File: src/rtl/synth_env_pkg.sv
`default_nettype none
// ============================================================================
// Module  : synth_env_pkg
// Purpose : Shared types and constants for the AM voice envelope controller.
//           Envelope state encoding, amplitude and frequency widths, amplitude
//           ceiling.
// Ports   : none (package)
// Rev     : 1.0  initial release
// ============================================================================
package synth_env_pkg;

  localparam int          AMP_W   = 8;
  localparam int          FREQ_W  = 16;
  localparam logic [7:0]  AMP_MAX = 8'hFF;

  typedef enum logic [2:0] {
    ST_IDLE    = 3'd0,
    ST_ATTACK  = 3'd1,
    ST_DECAY   = 3'd2,
    ST_SUSTAIN = 3'd3,
    ST_RELEASE = 3'd4
  } env_state_t;

endpackage : synth_env_pkg
`default_nettype wire

File: src/rtl/audio_tick_gen.sv
`default_nettype none
// ============================================================================
// Module  : audio_tick_gen
// Purpose : Free-running divider 0..CLK_DIV-1 producing a one-cycle tick
//           while the counter sits at its terminal value.
// Ports   : clk_i  - system clock
//           rstn_i - asynchronous active-low reset
//           tick_o - high for one cycle every CLK_DIV cycles
// Rev     : 1.0  initial release
// ============================================================================
module audio_tick_gen #(
  parameter int CLK_DIV = 256
) (
  input  logic clk_i,
  input  logic rstn_i,
  output logic tick_o
);

  localparam int            c_CW   = (CLK_DIV > 2) ? $clog2(CLK_DIV) : 1;
  localparam logic [c_CW-1:0] c_LAST = c_CW'(CLK_DIV - 1);
  localparam logic [c_CW-1:0] c_ONE  = c_CW'(1);

  logic [c_CW-1:0] r_cnt;

  always_ff @(posedge clk_i or negedge rstn_i) begin
    if (!rstn_i) begin
      r_cnt <= '0;
    end else if (r_cnt == c_LAST) begin
      r_cnt <= '0;
    end else begin
      r_cnt <= r_cnt + c_ONE;
    end
  end

  // Decoded straight from the counter register, so it is glitch-free and
  // aligned with the edge on which the counter wraps.
  assign tick_o = (r_cnt == c_LAST);

endmodule : audio_tick_gen
`default_nettype wire

File: src/rtl/am_envelope_ctrl.sv
`default_nettype none
// ============================================================================
// Module  : am_envelope_ctrl
// Purpose : Note-level controller for the AM voice. Accepts note-on/note-off
//           commands over a valid/ready handshake, drives the carrier phase
//           increment and sequences an 8-bit ADSR amplitude envelope.
// Ports   : clk_i, rstn_i               clock, async active-low reset
//           note_valid_i/note_ready_o   command handshake
//           note_on_i                   1 = note-on, 0 = note-off
//           note_freq_i [15:0]          carrier increment for note-on
//           sustain_lvl_i [7:0]         sustain level, captured at note-on
//           freq_o [15:0]               to carrier
//           amplitude_o [7:0]           to AM multiplier
//           busy_o                      state != IDLE
//           state_o [2:0]               envelope state (debug)
// Rev     : 1.0  initial release
// ============================================================================
module am_envelope_ctrl
  import synth_env_pkg::*;
#(
  parameter int CLK_DIV      = 256,
  parameter int ATTACK_STEP  = 4,
  parameter int DECAY_STEP   = 1,
  parameter int RELEASE_STEP = 2
) (
  input  logic              clk_i,
  input  logic              rstn_i,
  input  logic              note_valid_i,
  output logic              note_ready_o,
  input  logic              note_on_i,
  input  logic [FREQ_W-1:0] note_freq_i,
  input  logic [AMP_W-1:0]  sustain_lvl_i,
  output logic [FREQ_W-1:0] freq_o,
  output logic [AMP_W-1:0]  amplitude_o,
  output logic              busy_o,
  output logic [2:0]        state_o
);

  localparam logic [8:0] c_ATTACK_STEP  = 9'(ATTACK_STEP);
  localparam logic [8:0] c_DECAY_STEP   = 9'(DECAY_STEP);
  localparam logic [8:0] c_RELEASE_STEP = 9'(RELEASE_STEP);
  localparam logic [8:0] c_AMP_MAX9     = {1'b0, AMP_MAX};

  env_state_t        r_state;
  logic [AMP_W-1:0]  r_amp;
  logic [AMP_W-1:0]  r_sus;
  logic [FREQ_W-1:0] r_freq;
  logic              r_ready;

  logic              w_tick;
  logic              w_accept;
  logic [8:0]        w_amp9;
  logic [8:0]        w_attack_sum;
  logic [8:0]        w_decay_floor;

  audio_tick_gen #(
    .CLK_DIV (CLK_DIV)
  ) u_tick (
    .clk_i  (clk_i),
    .rstn_i (rstn_i),
    .tick_o (w_tick)
  );

  assign w_accept      = note_valid_i && r_ready;
  assign w_amp9        = {1'b0, r_amp};
  assign w_attack_sum  = w_amp9 + c_ATTACK_STEP;
  // Decay/release saturate by comparing against floor+step rather than
  // subtracting first, so the 9-bit path can never underflow.
  assign w_decay_floor = {1'b0, r_sus} + c_DECAY_STEP;

  always_ff @(posedge clk_i or negedge rstn_i) begin
    if (!rstn_i) begin
      r_state <= ST_IDLE;
      r_amp   <= '0;
      r_sus   <= '0;
      r_freq  <= '0;
      r_ready <= 1'b1;
    end else if (w_accept) begin
      // A command owns this edge; any coincident tick step is dropped.
      r_ready <= 1'b0;
      if (note_on_i) begin
        r_freq  <= note_freq_i;
        r_sus   <= sustain_lvl_i;
        r_state <= ST_ATTACK;   // legato: amplitude is kept
      end else if (r_state == ST_ATTACK || r_state == ST_DECAY ||
                   r_state == ST_SUSTAIN) begin
        r_state <= ST_RELEASE;
      end
    end else begin
      r_ready <= 1'b1;
      if (w_tick) begin
        case (r_state)
          ST_ATTACK: begin
            if (w_attack_sum >= c_AMP_MAX9) begin
              r_amp   <= AMP_MAX;
              r_state <= ST_DECAY;
            end else begin
              r_amp   <= w_attack_sum[7:0];
            end
          end
          ST_DECAY: begin
            if (w_amp9 <= w_decay_floor) begin
              r_amp   <= r_sus;
              r_state <= ST_SUSTAIN;
            end else begin
              r_amp   <= 8'(w_amp9 - c_DECAY_STEP);
            end
          end
          ST_RELEASE: begin
            if (w_amp9 <= c_RELEASE_STEP) begin
              r_amp   <= '0;
              r_state <= ST_IDLE;
            end else begin
              r_amp   <= 8'(w_amp9 - c_RELEASE_STEP);
            end
          end
          default: begin
            // IDLE and SUSTAIN hold until a command arrives.
          end
        endcase
      end
    end
  end

  assign note_ready_o = r_ready;
  assign freq_o       = r_freq;
  assign amplitude_o  = r_amp;
  assign busy_o       = (r_state != ST_IDLE);
  assign state_o      = r_state;

endmodule : am_envelope_ctrl
`default_nettype wire

File: config.mk
export PLATFORM = sky130hd
export DESIGN_NAME = am_envelope_ctrl
export DESIGN_NICKNAME = d
export VERILOG_FILES = /design/src/rtl/synth_env_pkg.sv /design/src/rtl/audio_tick_gen.sv /design/src/rtl/am_envelope_ctrl.sv
export SDC_FILE = /design/constraint.sdc
export NUM_CORES = 1
export LEC_CHECK = 0
export ABC_AREA = 1
export BUFFER_PORTS_ARGS = -buffer_cell sky130_fd_sc_hd__buf_2
export CAP_MARGIN = 20
export CORE_MARGIN = 5
export CORE_UTILIZATION = 50
export CTS_CLUSTER_DIAMETER = 50
export CTS_CLUSTER_SIZE = 20
export DETAILED_ROUTE_END_ITERATION = 12
export GPL_ROUTABILITY_DRIVEN = 0
export GPL_TIMING_DRIVEN = 0
export HOLD_SLACK_MARGIN = 0.15
export PLACE_DENSITY = 0.73
export SYNTH_ARGS = -nofsm -noshare
export SYNTH_HDL_FRONTEND = slang
export SYNTH_HIERARCHICAL = 1
export SYNTH_SLANG_ARGS = --single-unit
File: constraint.sdc
create_clock -name clk_i -period 3.2 [get_ports clk_i]
set_clock_uncertainty 0.2 [all_clocks]
set_input_delay 0.32 -clock clk_i [delete_from_list [all_inputs] [get_ports clk_i]]
set_output_delay 0.32 -clock clk_i [all_outputs]
set_load 0.01 [all_outputs]
# Yosys cells after proc, flatten, opt, wreduce, memory -nomap -nowiden
# Cells that the tools add are included.
# Widths: inputs -> output; s select.
[word_totals]
word_cells = 48
register_bits = 44
inputBits = 28
output_inout_bits = 29
[classes]
add_sub_neg = 5
n_mux = 14
order_cmp = 3
n_eq_ne = 9
reduce_logical = 10
bitwise = 1
[op_table]
columns = ["op", "count"]
rows = [
  ["$mux 8", 4],
  ["$pmux 8 s3", 1],
  ["$mux 3", 7],
  ["$add 8x1->9 const B", 1],
  ["$add 8x3->9 const B", 1],
  ["$ge 9x8->1 const B", 1],
  ["$le 8x9->1", 1],
  ["$ne 3x2->1 const B", 3],
  ["$pmux 3 s3", 1],
  ["$add 8x1->8 const B", 1],
  ["$eq 8x8->1 const B", 1],
  ["$le 8x2->1 const B", 1],
  ["$sub 8x1->8 const B", 1],
  ["$sub 8x2->8 const B", 1],
  ["$eq 3x2->1 const B", 2],
  ["$reduce_and 6->1", 1],
  ["$reduce_bool 3->1", 2],
  ["$reduce_bool 4->1", 1],
  ["$eq 3x1->1 const B", 1],
  ["$eq 3x3->1 const B", 1],
  ["$ne 3x3->1 const B", 1],
  ["$reduce_and 3->1", 1],
  ["$logic_or 1x1->1", 2],
  ["$reduce_and 2->1", 1],
  ["other kinds (4)", 4],
]

# Depth between registers and ports, before layout
# Gate-level depths: netlist (run 1).
[logic_depth]
depth_word = 6
depth_mapped = 18
ltp_nobuf = 18

# By module
# The synthesis (run 1) kept the hierarchy.
[by_module_without_submodules]
columns = ["mod", "instances", "area_per_inst_um2", "cells_per_inst", "seq_area_each_um2"]
rows = [
  ["am_envelope_ctrl", 1, 2571.2, 309, 902.1],
  ["audio_tick_gen", 1, 371.6, 44, 200.2],
]

# Worst setup path before layout (run 1)
# Ideal clock, no wire load.
[synth_path]
path_kind = "register to register"
start = "register r_sus[0]"
end = "register r_amp[7], in the netlist amplitude_o[7]"
path_buffers = 0
synth_period_minus_slack_ns = 2.426
required_ns = 2.884
path_stages_with_launch = 18
arrival_ns = 2.109
slack_ns = 0.774
path_cell_list = "dfrtp_1 > ha_1 > nand2_2 > nor2_4 > nand3_1 > xor2_1 > ha_1 > a21o_1 > nand3_2 > nand2_1 > nor2_2 > nand2_4 > nand2_8 > nand2_1 > nand3_1 > nand2_1 > nand2_1 > nand2_1"
[synth_via]
elab_chain_cells = 4
[synth_lines]
columns = ["element", "line", "text"]
rows = [
  ["start, declared", "am_envelope_ctrl.sv:46", "logic [AMP_W-1:0] r_sus;"],
  ["start signal, assigned", "am_envelope_ctrl.sv:83", "r_sus <= sustain_lvl_i;"],
  ["$add 8x1->9", "am_envelope_ctrl.sv:69", "assign w_decay_floor = {1'b0, r_sus} + c_DECAY_STEP;"],
  ["$le 8x9->1", "am_envelope_ctrl.sv:102", "if (w_amp9 <= w_decay_floor) begin"],
  ["$mux 8", "am_envelope_ctrl.sv:102", ""],
  ["$pmux 8 s3", "am_envelope_ctrl.sv:92", "case (r_state)"],
  ["end signal, assigned", "am_envelope_ctrl.sv:98", "r_amp <= w_attack_sum[7:0];"],
  ["end signal, assigned", "am_envelope_ctrl.sv:103", "r_amp <= r_sus;"],
  ["end signal, assigned", "am_envelope_ctrl.sv:106", "r_amp <= 8'(w_amp9 - c_DECAY_STEP);"],
  ["end, declared", "am_envelope_ctrl.sv:45", "logic [AMP_W-1:0] r_amp;"],
]
# Every way passes these cells.
# A chain may end at the register's enable or synchronous reset.

# Worst setup path after layout (run 1)
[layout_path]
start = "register r_sus[1]"
end = "register r_amp[2], in the netlist amplitude_o[2]"
# The elaborated chain is that of the path after synthesis.

==> flow_metrics.py, run 1 <==
metrics = {
    "timing": {
        "min_period_ns": 2.69,
        "max_freq_mhz": 372,
        "finalCritPeriodShare_pct": 84.0,
        "final.setup.worst_slack_ns": 0.512,
        "whs_ns": 0.274,
        "finalSetupTns_ns": 0,
        "tightest_slew_ns": 0.385,
        "setup_violations": 0,
        "slew_headroom_pct": 74.3,
        "slew_viol_final": 0,
        "hold_viol_final": 0,
        "rsz0062_at_grt": "no",
    },
    "finish": {
        "final_nets": 491,
        "ff_latch_area_um2": 1100,
        "multi_input_area_um2": 1640,
        "layout.cells.non_filler": 520,
        "stdcell_area_um2": 3700,
        "antenna-diode-count": 0,
        "fillCellCount": 538,
        "drive_above_1_share_pct": 26.3,
        "fin_util_pct": 63.6,
        "area_delta_synth_final_pct": 25.8,
    },
    "routing": {
        "dr_wl_met3_um": 356,
        "wire_per_inst_um": 12.6,
        "top_layer_used": "met4",
        "via_per_inst": 4.96,
        "drc": 0,
        "vias": 2581,
        "firstDrtPassIters": 4,
        "wl_met2_um": 3290,
        "ant_nets": 0,
        "wl_met1_um": 2810,
        "drt_iter0_drc": 69,
        "routed_wl_um": 6540,
    },
    "worst_setup_path": {
        "end_kind": "flip-flop",
        "crit_arrival_ns": 2.68,
        "crit_path_cell_trace": "ha_1 -> nand2_2 -> nor2_4 -> nand3_1 -> xor2_1 -> ha_1 -> a21o_1 -> nand3_2 -> nand2_1 -> nor2_2 -> nand2_4 -> nand2_8 -> nand2_1 -> nand3_1 -> nand2_1 -> nand2_1 -> nand2_1",
        "cpMostUsedCell": "nand2_1",
        "slowest_delay_ns": 0.38,
        "worstSetupPathType": "reg -> reg",
        "critPathLaunchType": "flip-flop",
        "cp_slowest_cell": "dfrtp_1",
        "r2r_slack_ns": 0.51,
        "path_max_fanout": 10,
        "cp.required_ns": 3.19,
    },
    "floorplan": {
        "rows": 28,
        "initial_core_util_pct": 50.6,
        "dieWidth_um": 86.7,
        "die_area_um2": 7520,
        "design.core.area_um2": 5820,
        "ioPinCount": 57,
        "die-height_um": 86.7,
    },
    "placed_design": {
        "hpwl_um": 4880,
        "pre_cts_slack_ns": 0.531,
        "dpl_cell_area_um2": 3320,
        "dpl.cell_count": 484,
        "io_buffers": 56,
    },
    "clock_network": {
        "cts_buffers": 5,
        "cts_tree": "yes",
        "cts_root_buf": "clkbuf_8",
        "cts_max_level": 2,
        "clk_latency_ns": 0.30,
        "clock_path_buffers": 2,
        "cts_sinks": 44,
        "clk_pin_slew_worst_paths_ns": 0.08,
        "post_cts_resized": 0,
    },
    "power_and_ir_drop": {
        "ir_worst_vdd_mv": 0.292,
        "seqPwrFrac_pct": 45.0,
        "power.density_nw_per_um2": 398,
        "p_comb_share_pct": 30.0,
        "p_clk_share_pct": 25.0,
        "leakagePower_nw": 1.94,
        "power.total_mw": 1.47,
        "intPower_uw": 991,
        "p_sw_uw": 482,
        "p_sw_share_pct": 32.7,
    },
    "grt": {
        "antenna_found_initial": 0,
        "grt_pass1_wl_um": 11700,
        "track_usage_pct": 19.5,
        "grt_pass1_vias": 2686,
        "grt_max_degree": 45,
        "overflow": 0,
    },
    "yosys": {
        "yosysMostFrequentCell": "nand2_1",
        "syn_area_um2": 2940,
        "ys.flop_type": "dfrtp_1",
        "syn_area_per_cell_um2": 8.34,
        "synth_area_leaders": "dfrtp_1, nand2_1, ha_1, mux2_2, xor2_1",
        "netlist_instances": 353,
        "synth_top_area_share_pct": 36.6,
        "synth_warnings": 6,
        "synth_edf_count": 0,
        "yosys-top-cells-count": "nand2_1, dfrtp_1, inv_1, nand3_1, nor2_1",
        "yosysTopAreaCell": "dfrtp_1",
        "synth-async-reset-ratio_pct": 100,
        "synth.net_count": 400,
        "synth_seq_cells": 44,
        "synth_cell_type_count": 36,
        "yosysSeqAreaShare_pct": 37.5,
    },
    "min_path": {
        "min_path_type": "in -> async",
    },
    "flow_run": {
        "maxCapViolations": 0,
    },
    "outcome": {
        "status": "completed",
    },
}
==> power groups by stage <==
| stage | clock network, mW | registers (mW) | logic [mW] |
|---|---|---|---|
| 6_report | 0.368 | 0.663 | 0.442 |
| 4_1_cts | 0.382 | 0.663 | 0.445 |
| 3_5_place_dp | 0 | 0.674 | 0.418 |
| 5_1_grt | 0.415 | 0.675 | 0.503 |
| 3_3_place_gp | 0 | 0.668 | 0.407 |
| 2_1_floorplan | 0 | 0.691 | 0.259 |
==> registers in the layout, indices dropped and copies added, names as in the netlist <==
signal and cells:
amplitude_o 8, freq_o 16, note_ready_o 1, r_sus 8, state_o 3, u_tick/r_cnt 8
==> worst max-delay path, delay by kind of cell, from the launching register on <==
family                   cells  cell delay (ns)
AO/OA/AOI/OAI                1             0.19
adder cells (fa/ha/maj)      2             0.51
XOR/XNOR                     1             0.16
flip-flops                   1             0.38
AND/OR/NAND/NOR             13             1.14
==> routing by layer <==
| layer | GRT usage, % | vias up |
|---|---|---|
| met4 | 4.96 | 0 |
| li1 | - | 1312 |
| met3 | 4.85 | 7 |
| met5 | 0 | - |
| met1 | 23.3 | 1212 |
| met2 | 34.8 | 50 |
==> placed cells by master (no fill, tap or decap), types with 2 or more instances in the layout <==
| master | instances |
|---|---|
| clkbuf_8 | 6 |
| nor2_2 | 3 |
| mux2_2 | 16 |
| nand2_1 | 82 |
| dlygate4sd3_1 | 27 |
| nand4_1 | 3 |
| nand2_2 | 6 |
| xnor2_1 | 4 |
| a21oi_1 | 16 |
| inv_2 | 6 |
| nor2_4 | 5 |
| xor2_1 | 18 |
| buf_2 | 57 |
| nand2_4 | 3 |
| nand3_1 | 30 |
| inv_1 | 37 |
| a21o_1 | 2 |
| nor3_1 | 2 |
| buf_4 | 2 |
| o21ai_0 | 8 |
| dfrtp_1 | 43 |
| nor2_1 | 30 |
| nand3_2 | 3 |
| ha_1 | 19 |
==> logic make-up (layout without fill, tap and decap cells) <==
kind of cell / count (synthesis) / count (layout) / share of synthesized area, %
buffers and inverters: 48 / 140 / 6.80
flip-flops: 44 / 44 / 37.5
multiplexers: 16 / 16 / 6.12
adder cells (fa/ha/maj): 19 / 19 / 8.08
XOR/XNOR: 22 / 22 / 6.55
AND/OR/NAND/NOR: 172 / 172 / 28.7
AO/OA/AOI/OAI: 32 / 32 / 6.29
==> area by class of cell <==
class | count | area share [%]
Clock inverter | 1 | 0.203
Inverter | 43 | 4.36
Clock buffer | 7 | 2.33
Timing Repair Buffer | 84 | 15.4
Buffer | 5 | 1.05
Tap cell | 75 | 2.54
Multi-Input combinational cell | 261 | 44.3
Sequential cell | 44 | 29.8
==> final timing paths <==
check | depth (start not counted) | from | endpoint
max | 17 | r_sus[1] | amplitude_o[2]
min | 2 | rstn_i | amplitude_o[6]
max reg2reg | 17 | r_sus[1] | amplitude_o[2]
min reg2reg | 1 | freq_o[12] | freq_o[12]
max in group asynchronous | 3 | rstn_i | freq_o[0]
min in group clk_i | 1 | freq_o[12] | freq_o[12]
==> what timing repair did <==
item | 4_1_cts | 5_1_grt
hold buffers | 27 | 0
buffers inserted | 0 | 0
hold endpoints to repair | 69 | 0
Note: power is estimated with default switching activity, not from simulation.
==> run 2: changes to the inputs <==
- ABC_AREA: 1 -> 0
- PLACE_DENSITY: 0.73 -> 0.77
- clock period: 3.2 -> 2.35 ns (I/O delays scaled with it)
==> run 2 against run 1 <==
The flow now finishes with violations (setup timing). Critical path depth decreased by 7. Largest power group unchanged. Critical endpoint is now amplitude_o[1]. Clock power increased by 38%. Final cell count decreased by 12%. Wire length increased by 16%. Non-clock buffer count increased by 18. Worst setup slack got worse by 0.89 ns. Sequential cell count unchanged. Sequential share of layout area increased by 0.21 points.
==> flow_metrics.py, run 2 <==
metrics = {
    "routing": {
        "wire_per_inst_um": 16.6,
        "via_per_inst": 5.73,
        "drc": 0,
        "ant_nets": 0,
        "firstDrtPassIters": 4,
        "drt_iter0_drc": 260,
        "vias": 2624,
        "routed_wl_um": 7600,
    },
    "clock_network": {
        "cts_tree": "yes",
        "clock_path_buffers": 2,
        "cts_root_buf": "clkbuf_8",
        "cts_max_level": 2,
        "clk_latency_ns": 0.31,
        "cts_buffers": 5,
        "cts_sinks": 44,
        "clk_pin_slew_worst_paths_ns": 0.10,
    },
    "worst_setup_path": {
        "worstSetupPathType": "reg -> reg",
        "cp_slowest_cell": "dfrtp_1",
        "cp.required_ns": 2.37,
        "reg2regPathDepth": 10,
        "r2r_slack_ns": -0.38,
        "crit_buf_inv": 0,
        "critPathLaunchType": "flip-flop",
        "crit_path_cell_trace": "and4_4 -> nand2_2 -> xor2_1 -> ha_1 -> nand4_1 -> o32a_1 -> o211ai_4 -> mux2i_1 -> a21oi_1 -> a21oi_1",
        "reg2reg_to": "amplitude_o[1]",
        "crit_arrival_ns": 2.75,
        "cpMostUsedCell": "a21oi_1",
        "end_kind": "flip-flop",
        "path_delay_family": "compound AO/OA/AOI/OAI gates",
        "slowest_delay_ns": 0.42,
        "path_max_fanout": 8,
        "r2r-start": "r_sus[3]",
    },
    "yosys": {
        "synth_warnings": 6,
        "syn_area_per_cell_um2": 9.90,
        "synth_seq_cells": 44,
        "yosys-top-cells-count": "dfrtp_1, nand2_1, mux2_2, ha_1, nor2_1",
        "syn_area_um2": 2810,
        "yosysMostFrequentCell": "dfrtp_1",
        "netlist_instances": 284,
        "synth_cell_type_count": 50,
        "ys.flop_type": "dfrtp_1",
        "synth_edf_count": 0,
        "yosysTopAreaCell": "dfrtp_1",
        "synth-async-reset-ratio_pct": 100,
        "synth_area_leaders": "dfrtp_1, mux2_2, ha_1, xnor2_1, nand2_1",
        "synth.net_count": 331,
        "synth_top_area_share_pct": 38.3,
        "yosysSeqAreaShare_pct": 39.2,
    },
    "grt": {
        "grt_max_degree": 45,
        "track_usage_pct": 21.9,
        "grt_pass1_wl_um": 12900,
        "antenna_found_initial": 0,
        "grt_pass1_vias": 2716,
        "overflow": 0,
    },
    "floorplan": {
        "dieWidth_um": 85.0,
        "die-height_um": 85.0,
        "die_area_um2": 7220,
        "rows": 27,
        "design.core.area_um2": 5470,
        "ioPinCount": 57,
        "initial_core_util_pct": 51.3,
    },
    "timing": {
        "finalSetupTns_ns": -3.34,
        "max_freq_mhz": 367,
        "slew_headroom_pct": 43.8,
        "rsz0062_at_grt": "yes",
        "hold_viol_final": 0,
        "min_period_ns": 2.73,
        "slew_viol_final": 0,
        "final.setup.worst_slack_ns": -0.375,
        "finalCritPeriodShare_pct": 116,
        "setup_violations": 10,
        "tightest_slew_ns": 0.836,
    },
    "finish": {
        "antenna-diode-count": 0,
        "final_common_cell": "buf_2",
        "final_nets": 432,
        "fillCellCount": 398,
        "layout.cells.non_filler": 458,
        "layout_common_cells": "buf_2, dfrtp_1, dlygate4sd3_1",
        "largest_register_ffs": 16,
        "drive_above_1_share_pct": 34.7,
        "area_delta_synth_final_pct": 31.1,
    },
    "power_and_ir_drop": {
        "leakagePower_nw": 1.62,
        "p_sw_share_pct": 34.2,
        "p_comb_share_pct": 33.8,
        "ir_worst_vdd_mv": 0.496,
        "seqPwrFrac_pct": 42.7,
        "p_clk_share_pct": 23.5,
        "intPower_mw": 1.42,
        "power.density_nw_per_um2": 584,
        "p_sw_uw": 737,
    },
    "min_path": {
        "min_path_type": "in -> async",
    },
    "placed_design": {
        "io_buffers": 56,
        "hpwl_um": 4880,
        "dpl.cell_count": 412,
    },
    "outcome": {
        "failed_checks": "setup timing",
        "status": "finished with violations",
    },
    "flow_run": {
        "maxCapViolations": 0,
    },
}
## run 2: cell count changes in the layout (fill, tap and decap cells not counted), moves of 7 or more
cell      change
buf_4         +9
xor2_1       -10
o211ai_1      +7
nand2_1      -58
nor2_1       -14
nand3_1      -18
mux2_2        +8
nor3_1        +8
inv_1        -28
xnor2_1       +8
## run 2: how the worst max path moves through the flow
stage / slack [ns] / startpoint / cells past startpoint / endpoint
detailed placement: -0.49 / r_sus[2] / 10 / state_o[1]
global placement: -0.46 / r_sus[2] / 10 / state_o[1]
CTS: -0.33 / r_sus[4] / 10 / amplitude_o[1]
floorplan: -0.18 / r_sus[2] / 10 / state_o[1]
finish: -0.38 / r_sus[3] / 10 / amplitude_o[1]
global route: -0.50 / r_sus[3] / 11 / amplitude_o[0]
## run 2: final cells by class
cell class	instances	area [µm²]	area share, %
multi-input combinational	218	1640	44.5
inverter	9	33.8	0.917
clock buffer	5	68.8	1.87
sequential	44	1100	30.0
tap	72	90.1	2.45
clock inverter	3	25.0	0.679
timing repair buffer	94	643	17.5
buffer	13	78.8	2.14
## run 2: power groups by stage
stage          combinational (mW)  clock (mW)  sequential, mW
3_3_place_gp                0.584           0           0.933
3_5_place_dp                0.599           0           0.939
5_1_grt                     0.807       0.558           0.929
4_1_cts                     0.704       0.514           0.908
2_1_floorplan               0.374           0           0.958
6_report                    0.728       0.506           0.918
## run 2: cells by family (layout without fill, tap and decap cells)
family,after synthesis,in the layout,synth area share (%)
xor+xnor,21,21,7.21
buf+inv,22,124,3.87
mux,27,27,10.7
compound gates,58,58,13.9
fa+ha+maj,19,19,8.46
simple gates,93,93,16.7
flops,44,44,39.2
## run 2: through the flow
stage          hold slack [ns]  utilization (%)  cell area [µm²]  setup WS [ns]  total power, mW
2_1_floorplan           -0.261                -             2830         -0.180             1.33
3_3_place_gp             0.246             58.6             3200         -0.460             1.52
3_5_place_dp             0.246             58.6             3200         -0.488             1.54
4_1_cts                  0.306             66.8             3650         -0.326             2.13
5_1_grt                  0.161             67.3             3680         -0.499             2.30
6_report                 0.130             67.3             3680         -0.375             2.15
## run 2: repair_timing
action / CTS / global route
pin swaps: 8 / 2
buffers inserted: 8 / 1
hold endpoints to repair: 69 / 0
resized for setup: 8 / 1
cloned: 1 / 0
hold buffers: 27 / 0
endpoints found under the setup margin: 10 / 10
## run 2: layer usage
layer / track usage [%] / vias up / routed length (µm)
met5: 0 / - / 0
met4: 7.63 / 0 / 165
met3: 4.95 / 19 / 529
met2: 38.0 / 124 / 3850
met1: 26.5 / 1255 / 3050
li1: - / 1226 / -
==> run 3: changes to the inputs <==
- CORE_UTILIZATION: 50 -> 55
- PLACE_DENSITY: 0.77 -> 0.8
- clock period: 2.35 -> 3 ns (I/O delays scaled with it)
==> run 3 against run 2 <==
The flow now finishes without violations. Via count grew 2.6%. Sequential share of layout area rose by 0.39 points. Sequential cell count did not move. Maximum frequency is 6.7% lower. Die area decreased by 8.0%. Non-clock buffer count decreased by 2. Design area is 0.95% lower. Wire length is 9.5% higher. Worst setup slack gained 0.45 ns. Count of clock-buffer cells in the layout rose by 1. Core utilization is 5.1 points higher. Critical endpoint is now state_o[1].
==> flow_metrics.py, run 3 (synthesis results as in run 2) <==
metrics = {
    "outcome": {
        "status": "completed",
    },
    "routing": {
        "routed_wl_um": 8320,
        "ant_nets": 0,
        "via_per_inst": 5.93,
        "drc": 0,
        "wire_per_inst_um": 18.3,
        "firstDrtPassIters": 8,
        "vias": 2692,
        "drt_iter0_drc": 326,
    },
    "timing": {
        "whs_ns": 0.298,
        "hold_viol_final": 0,
        "slew_headroom_pct": 34.2,
        "final.setup.worst_slack_ns": 0.0786,
        "min_period_ns": 2.92,
        "max_freq_mhz": 342,
        "slew_viol_final": 0,
        "finalSetupTns_ns": 0,
        "tightest_slew_ns": 0.979,
        "setup_violations": 0,
        "finalCritPeriodShare_pct": 97.4,
    },
    "clock_network": {
        "cts_root_buf": "clkbuf_8",
        "cts_max_level": 2,
        "clk_pin_slew_worst_paths_ns": 0.09,
        "clock_path_buffers": 2,
        "cts_buffers": 5,
        "cts_tree": "yes",
        "cts_sinks": 44,
        "clk_latency_ns": 0.31,
    },
    "worst_setup_path": {
        "crit_arrival_ns": 2.90,
        "path_depth": 11,
        "slowest_delay_ns": 0.43,
        "crit_path_cell_trace": "and4_4 -> nand2_1 -> xor2_1 -> ha_1 -> a211oi_1 -> o221ai_1 -> o211ai_2 -> buf_4 -> nor2_1 -> nor4_2 -> o221ai_1",
        "worstSetupPathType": "reg -> reg",
        "crit_end": "state_o[1]",
        "cp_slowest_cell": "dfrtp_1",
        "r2r_slack_ns": 0.08,
        "r2r-start": "r_sus[5]",
        "path_max_fanout": 4,
        "cpMostUsedCell": "o221ai_1",
        "reg2regPathDepth": 11,
        "end_kind": "flip-flop",
        "cp.required_ns": 2.98,
        "critPathLaunchType": "flip-flop",
        "critical_path.startpoint": "r_sus[5]",
        "crit_buf_inv": 1,
        "reg2reg_to": "state_o[1]",
        "path_delay_family": "compound AO/OA/AOI/OAI gates",
    },
    "placed_design": {
        "io_buffers": 56,
        "dpl.cell_count": 410,
        "hpwl_um": 4770,
        "pre_cts_slack_ns": 0.0646,
    },
    "grt": {
        "grt_pass1_vias": 2667,
        "grt_max_degree": 45,
        "grt_pass1_wl_um": 13000,
        "track_usage_pct": 25.8,
        "antenna_found_initial": 0,
        "overflow": 0,
    },
    "power_and_ir_drop": {
        "power.density_nw_per_um2": 488,
        "ir_worst_vdd_mv": 0.468,
        "leakagePower_nw": 1.62,
    },
    "finish": {
        "layout.cells.non_filler": 454,
        "layout_common_cells": "buf_2, dfrtp_1, dlygate4sd3_1",
        "drive_above_1_share_pct": 33.3,
        "ff_latch_area_um2": 1110,
        "antenna-diode-count": 0,
        "multi_input_area_um2": 1600,
        "fillCellCount": 333,
        "final_nets": 430,
        "area_delta_synth_final_pct": 29.8,
        "final_common_cell": "buf_2",
        "largest_register_ffs": 16,
    },
    "floorplan": {
        "die_area_um2": 6640,
        "design.core.area_um2": 5040,
        "initial_core_util_pct": 55.7,
        "dieWidth_um": 81.5,
        "ioPinCount": 57,
        "rows": 26,
        "die-height_um": 81.5,
    },
    "flow_run": {
        "maxCapViolations": 0,
    },
    "min_path": {
        "min_path_type": "reg -> reg",
    },
}
-- run 3: final cells by class --
type                    instances  area share, %
multi-input cells             218           44.0
inverters                       9          0.926
flip-flops and latches         44           30.4
clock buffers                   6           2.26
well taps                      70           2.40
plain buffers                  13           2.06
clock inverters                 2           1.06
repair buffers                 92           16.9
-- run 3: worst min path at each step --
stage | from | to | slack [ns] | cells after the start
2_1_floorplan | rstn_i | amplitude_o[0] | -0.20 | 0
5_1_grt | u_tick/r_cnt[6] | u_tick/r_cnt[6] | 0.32 | 1
4_1_cts | u_tick/r_cnt[0] | u_tick/r_cnt[0] | 0.29 | 1
6_report | u_tick/r_cnt[6] | u_tick/r_cnt[6] | 0.30 | 1
3_5_place_dp | u_tick/r_cnt[0] | u_tick/r_cnt[0] | 0.28 | 1
3_3_place_gp | u_tick/r_cnt[0] | u_tick/r_cnt[0] | 0.28 | 1
-- run 3: where the power goes --
group          switching, mW  internal, mW  total [mW]
clock network          0.227         0.273       0.500
logic                  0.290         0.258       0.549
registers             0.0642         0.669       0.733
-- run 3: per-layer routing --
layer | share of wire [%] | track usage, %
met4 | 4.5 | 11.1
met2 | 51 | 46.3
met5 | 0 | 0
met1 | 37 | 29.8
met3 | 6.7 | 4.82
-- run 3: through the flow --
stage               power [mW]  instance area (µm²)  util [%]
floorplan                 1.04                 2810         -
global placement          1.18                 3180      63.0
detailed placement        1.20                 3180      63.0
CTS                       1.72                 3580      71.1
global route              1.87                 3650      72.4
finish                    1.78                 3650      72.4
-- run 3: repair_timing --
item	in CTS	in global routing
pin swaps	1	2
hold buffers	27	0
gates resized for setup	0	7
setup endpoints to repair	2	5
hold endpoints to repair	69	0
buffers inserted	2	7
